--- config.mk ---
export PLATFORM = sky130hd
export DESIGN_NAME = riscv_hpc_sampler
export DESIGN_NICKNAME = d
export VERILOG_FILES = /design/src/rtl/riscv_hpc_sampler.sv
export SDC_FILE = /design/constraint.sdc
export NUM_CORES = 1
export LEC_CHECK = 0
export ABC_AREA = 1
export CAP_MARGIN = 40
export CORE_MARGIN = 5
export CORE_UTILIZATION = 35
export DETAILED_ROUTE_END_ITERATION = 16
export PLACE_DENSITY = 0.63
export SLEW_MARGIN = 0
export SYNTH_ARGS = -nofsm -noshare
export SYNTH_HDL_FRONTEND = slang
export SYNTH_SLANG_ARGS = --single-unit
--- constraint.sdc ---
create_clock -name clk -period 2.65 [get_ports clk]
set_clock_uncertainty 0.2 [all_clocks]
set_input_delay 0.3975 -clock clk [delete_from_list [all_inputs] [get_ports clk]]
set_output_delay 0.3975 -clock clk [all_outputs]
set_load 0.03 [all_outputs]
--- src/rtl/riscv_hpc_sampler.sv ---
// Periodic sampler of the R/I/S/B/U/J instruction counters.
// Streams six per-interval deltas as valid/ready words.
module riscv_hpc_sampler #(
  parameter int INTERVAL_W = 16,
  parameter int SEQ_W      = 8,
  parameter int DROP_W     = 8
) (
  input  logic                  clk,
  input  logic                  rst_i,
  input  logic                  enable_i,
  input  logic [INTERVAL_W-1:0] cfg_interval_i,
  input  logic [31:0]           cnt_rtype_i,
  input  logic [31:0]           cnt_itype_i,
  input  logic [31:0]           cnt_stype_i,
  input  logic [31:0]           cnt_btype_i,
  input  logic [31:0]           cnt_utype_i,
  input  logic [31:0]           cnt_jtype_i,
  output logic                  rec_valid_o,
  input  logic                  rec_ready_i,
  output logic [31:0]           rec_data_o,
  output logic [2:0]            rec_idx_o,
  output logic                  rec_last_o,
  output logic [SEQ_W-1:0]      rec_seq_o,
  output logic [DROP_W-1:0]     drop_cnt_o,
  output logic                  busy_o
);

  localparam logic [0:0] S_IDLE   = 1'b0;
  localparam logic [0:0] S_SEND   = 1'b1;
  localparam logic [2:0] LAST_IDX = 3'd5;

  logic [31:0]           cnt     [6];
  logic [31:0]           base_q  [6];
  logic [31:0]           base_d  [6];
  logic [31:0]           delta_q [6];
  logic [31:0]           delta_d [6];
  logic                  en_q, en_d;
  logic [INTERVAL_W-1:0] timer_q, timer_d;
  logic [0:0]            state_q, state_d;
  logic [2:0]            idx_q, idx_d;
  logic [SEQ_W-1:0]      seq_q, seq_d;
  logic [DROP_W-1:0]     drop_q, drop_d;
  logic [INTERVAL_W-1:0] lim_m1;
  logic                  en_rise;
  logic                  tick;
  logic                  hs;
  logic                  fin;
  logic                  free;

  assign cnt[0] = cnt_rtype_i;
  assign cnt[1] = cnt_itype_i;
  assign cnt[2] = cnt_stype_i;
  assign cnt[3] = cnt_btype_i;
  assign cnt[4] = cnt_utype_i;
  assign cnt[5] = cnt_jtype_i;

  // Interval timer; the enable edge only re-baselines, never ticks
  always_comb begin
    lim_m1 = (cfg_interval_i == '0) ? '0
           : cfg_interval_i - INTERVAL_W'(1);
    en_rise = enable_i & ~en_q;
    tick    = enable_i & ~en_rise & (timer_q == lim_m1);
    en_d    = enable_i;
    timer_d = '0;
    if (enable_i && (timer_q != lim_m1))
      timer_d = timer_q + INTERVAL_W'(1);
  end

  // Send engine, snapshot and drop accounting
  always_comb begin
    hs      = (state_q == S_SEND) & rec_ready_i;
    fin     = hs & (idx_q == LAST_IDX);
    free    = (state_q == S_IDLE) | fin;
    state_d = state_q;
    idx_d   = idx_q;
    seq_d   = seq_q;
    drop_d  = drop_q;
    base_d  = base_q;
    delta_d = delta_q;
    if (hs)
      idx_d = idx_q + 3'd1;
    if (fin) begin
      state_d = S_IDLE;
      idx_d   = '0;
      seq_d   = seq_q + SEQ_W'(1);
    end
    if (en_rise)
      base_d = cnt;
    if (tick) begin
      if (free) begin
        for (int i = 0; i < 6; i++) begin
          delta_d[i] = cnt[i] - base_q[i];
          base_d[i]  = cnt[i];
        end
        state_d = S_SEND;
        idx_d   = '0;
      end else if (drop_q != '1) begin
        drop_d = drop_q + DROP_W'(1);
      end
    end
  end

  // State registers with synchronous reset
  always_ff @(posedge clk) begin
    if (rst_i) begin
      en_q    <= 1'b0;
      timer_q <= '0;
      state_q <= S_IDLE;
      idx_q   <= '0;
      seq_q   <= '0;
      drop_q  <= '0;
      for (int i = 0; i < 6; i++) begin
        base_q[i]  <= '0;
        delta_q[i] <= '0;
      end
    end else begin
      en_q    <= en_d;
      timer_q <= timer_d;
      state_q <= state_d;
      idx_q   <= idx_d;
      seq_q   <= seq_d;
      drop_q  <= drop_d;
      for (int i = 0; i < 6; i++) begin
        base_q[i]  <= base_d[i];
        delta_q[i] <= delta_d[i];
      end
    end
  end

  // Word select for the current record index
  always_comb begin
    rec_data_o = '0;
    case (idx_q)
      3'd0:    rec_data_o = delta_q[0];
      3'd1:    rec_data_o = delta_q[1];
      3'd2:    rec_data_o = delta_q[2];
      3'd3:    rec_data_o = delta_q[3];
      3'd4:    rec_data_o = delta_q[4];
      3'd5:    rec_data_o = delta_q[5];
      default: rec_data_o = '0;
    endcase
  end

  assign rec_valid_o = (state_q == S_SEND);
  assign busy_o      = (state_q == S_SEND);
  assign rec_last_o  = (state_q == S_SEND) & (idx_q == LAST_IDX);
  assign rec_idx_o   = idx_q;
  assign rec_seq_o   = seq_q;
  assign drop_cnt_o  = drop_q;

endmodule

==> summary.md <==
The net count of the finished layout is 6435. The worst relative slew slack is 0.584, and the net count after synthesis is 5577. The routability-driven placement congestion ratio came out at 0.935. Once detailed placement completed, the half-perimeter wirelength came to 85800 um. The clock root buffer is sky130_fd_sc_hd__clkbuf_16. Row generation in the floorplan step produced 110 rows. The transition time at the pin with the least slew margin was 0.622 ns. The logs give 0.505 for the final core utilization and 0 for the final routed DRC violation total.

The tools report the count of distinct cell types in the synthesized netlist as 44. Setup repair after global routing could not meet its margin everywhere. TritonCTS built the clock tree. The synthesized design contains 0 enable-type register cells.

During synthesis, Yosys emitted a total of 0 warnings. Die span in y: 311 um. The checks that failed: setup timing.

In the final routed layout, each cell accounts on average for 16.2 um. For the final worst-path setup slack, the log shows -0.411 ns. sky130_fd_sc_hd__dfxtp_1 takes more of the synthesized area than any other cell.

The initial antenna violation count is 8, and the first-pass detailed-route iteration total is 6. The area added between synthesis and finish works out to 43.3%. For the worst setup path, the data required time is 2.05 ns.

The die is 311 um wide. The number of DRC violations after detailed-routing iteration 0 is 2943. OpenSTA, run right after detailed placement, puts the worst setup slack at -0.944 ns.

The flow ran to the end, but the final reports show violations. By startpoint and endpoint, the worst setup path is classified as reg -> out. The share of post-route cells with drive strength above 1 came out at 0.192.

The post-detailed-routing wire length is 117000 um, and the number of top-level pins is 266. The path class of the tightest hold or removal check is in -> reg. The share of synthesized area occupied by flip-flops and latches was 0.266; the flop and latch count out of synthesis was 421.

The maximum operating frequency was 327 MHz. Global routing finished with a remaining overflow of 0. The worst setup path is captured at an output port.

Post-layout total power: 0.0198 W. The tools report the via count of the first global-routing pass as 34023. The via count of the routed design is 36413. For the post-detailed-route count of antenna-violating nets, the log shows 0.

The tools report the starting density of the core as 0.352. Summing every instance area after synthesis gives 31700 sq um. Entering global routing, the biggest net connects 108 pins. The hold violation total from the final report is 0, and the core footprint is 90000 sq um.

Data arrives at the worst endpoint at 2.46 ns. After synthesis, the most frequently instantiated cells are sky130_fd_sc_hd__nand2_1, sky130_fd_sc_hd__inv_1, sky130_fd_sc_hd__a21oi_1. The full die area is 96800 sq um, and the worst-path maximum fanout is 6.

After detailed placement, the design holds a cell count of 7079. The run gives 32 as the number of endpoints failing setup at the final stage. After synthesis, the cell types taking the most area are sky130_fd_sc_hd__dfxtp_1, sky130_fd_sc_hd__nand2_1, sky130_fd_sc_hd__a21oi_1.

The clock net sink count is 421, and the number of maximum-capacitance constraint violations is 0. The async set-or-reset flop fraction in the synthesized netlist was 0; the worst hold slack after final layout was 0.246 ns. The most frequent cell after synthesis was sky130_fd_sc_hd__nand2_1.

STA classifies the critical path startpoint as a flop. The share of the clock period used by the worst path after layout was 1.16. The run gives 7244 as the non-filler instance count after layout. The global routing usage summed across all routing layers came out at 0.225.

The number of buffer cells added on primary ports was 265; the max-slew violation count was 0. Subtracting the final worst setup slack from the clock period gives 3.06 ns. Clock-pin slew on the worst setup and hold paths: 0.06 ns. The first global-routing pass estimated 180000 um of wire. The number of buffers inserted during clock tree synthesis was 52.

For the worst-skew pair, the clock arrives at the later sink with an insertion delay of 0.64 ns. In the routed layout, each cell is associated on average with a via count of 5.03. The count of mapped cells out of synthesis is 5164, and the average footprint of a synthesized cell is 6.14 sq um.

The area fraction of the dominant cell type after synthesis was 0.266; the power per cell area was 437 nW/um^2. Dominant synthesized flop cell: sky130_fd_sc_hd__dfxtp_1. No sink is reached through more buffers than the 3 on the longest clock path.

The highest ir drop seen on vdd is 0.461 mV, and the number of H-tree levels is 2. In this run the static leakage power is 19.3 nW.
==> cell families (layout without fill, tap and decap cells) <==
family	Yosys count	after routing	synth area share
XOR/XNOR	184	184	0.0508
AND/OR/NAND/NOR	2173	2174	0.272
adder cells (fa/ha/maj)	201	201	0.0807
other	0	7	0
buffers and inverters	881	1777	0.108
flip-flops	421	421	0.266
AO/OA/AOI/OAI	1304	1304	0.223
==> flip-flops by register name, summed over array words and instances (netlist names) <==
register	count
base_q	192
delta_q	192
timer_q	16
drop_cnt_o	8
rec_seq_o	8
rec_idx_o	3
busy_o	1
en_q	1
==> power by group <==
part	leakage (nW)	switching (W)	internal (W)
Combinational	15.0	0.00295	0.00267
Clock	0.875	0.00308	0.00457
Sequential	3.42	0.0000893	0.00650
==> per-layer routing <==
| metal | vias to the layer above | share of wire | track usage |
|---|---|---|---|
| li1 | 18460 | - | - |
| met1 | 16723 | 0.43 | 0.289 |
| met2 | 1013 | 0.47 | 0.385 |
| met3 | 217 | 0.064 | 0.0318 |
| met4 | 0 | 0.039 | 0.0827 |
| met5 | - | 0 | 0 |
==> placed cells by master, fill, tap and decap left out, types with 19 or more instances in the layout <==
cell type                         Yosys  final
sky130_fd_sc_hd__nand2_1           1648   1607
sky130_fd_sc_hd__buf_4               13    667
sky130_fd_sc_hd__inv_1              645    633
sky130_fd_sc_hd__a21oi_1            611    566
sky130_fd_sc_hd__o21ai_0            509    481
sky130_fd_sc_hd__dfxtp_1            421    416
sky130_fd_sc_hd__nor2_1             273    257
sky130_fd_sc_hd__clkdlybuf4s50_1      0    213
sky130_fd_sc_hd__ha_1               195    184
sky130_fd_sc_hd__xor2_1             118    107
sky130_fd_sc_hd__nand3_1            125     94
sky130_fd_sc_hd__clkbuf_16            0     67
sky130_fd_sc_hd__xnor2_1             66     60
sky130_fd_sc_hd__buf_6                2     52
sky130_fd_sc_hd__a21oi_2              0     43
sky130_fd_sc_hd__nor3_1              41     41
sky130_fd_sc_hd__buf_12               0     39
sky130_fd_sc_hd__nand2_2              2     36
sky130_fd_sc_hd__a21o_1              30     30
sky130_fd_sc_hd__nand3_4              1     24
sky130_fd_sc_hd__a21boi_0            24     24
sky130_fd_sc_hd__nand4_1             23     23
sky130_fd_sc_hd__nor4_1              21     21
sky130_fd_sc_hd__o21bai_1            20     20
sky130_fd_sc_hd__buf_16               0     20
sky130_fd_sc_hd__o21ai_1              1     19
==> stage by stage <==
step,setup TNS (ns),instance area [sq um]
floorplan,-0.0801,31800
global placement,-337.31,40600
detailed placement,-343.76,40600
CTS,-10.02,44400
global route,-11.82,45500
finish,-10.18,45500
==> repair_timing <==
action                     4_1_cts  5_1_grt
resized for setup              320      175
setup buffers                   20        9
hold buffers                     1        0
hold endpoints to repair        44        0
setup endpoints to repair      429      402
gates cloned                    17       20
pin swaps                       55       92
==> area by class of cell <==
| type | count | area (sq um) |
|---|---|---|
| Antenna cell | 7 | 17.5 |
| Clock buffer | 67 | 1420 |
| Clock inverter | 26 | 384 |
| Fill cell | 8880 | 44600 |
| Inverter | 649 | 2510 |
| Multi-Input combinational cell | 3863 | 21500 |
| Sequential cell | 421 | 8440 |
| Tap cell | 1176 | 1470 |
| Timing Repair Buffer | 1032 | 9700 |
| Timing Repair inverter | 3 | 33.8 |
==> worst max-delay path, stage by stage, from the launching register on <==
cell and delay [ns]:
sky130_fd_sc_hd__dfxtp_2 0.34, sky130_fd_sc_hd__buf_6 0.13, sky130_fd_sc_hd__ha_4 0.16, sky130_fd_sc_hd__ha_4 0.21, sky130_fd_sc_hd__buf_6 0.14, sky130_fd_sc_hd__a32o_2 0.26
sky130_fd_sc_hd__a221oi_2 0.19, sky130_fd_sc_hd__buf_4 0.17, sky130_fd_sc_hd__nand3_2 0.07, sky130_fd_sc_hd__buf_6 0.15
==> worst paths after layout <==
kind / end / slack [ns] / from / cells past startpoint
worst min register to register: delta_q[137] / 0.26 / delta_q[137] / 2
worst max-delay path: rec_data_o[30] / -0.41 / rec_idx_o[1] / 9
worst max register to register: delta_q[21] / 0.03 / base_q[2] / 14
worst min-delay path: base_q[64] / 0.25 / cnt_btype_i[0] / 5
No activity file was read; power rests on OpenSTA's default activity.
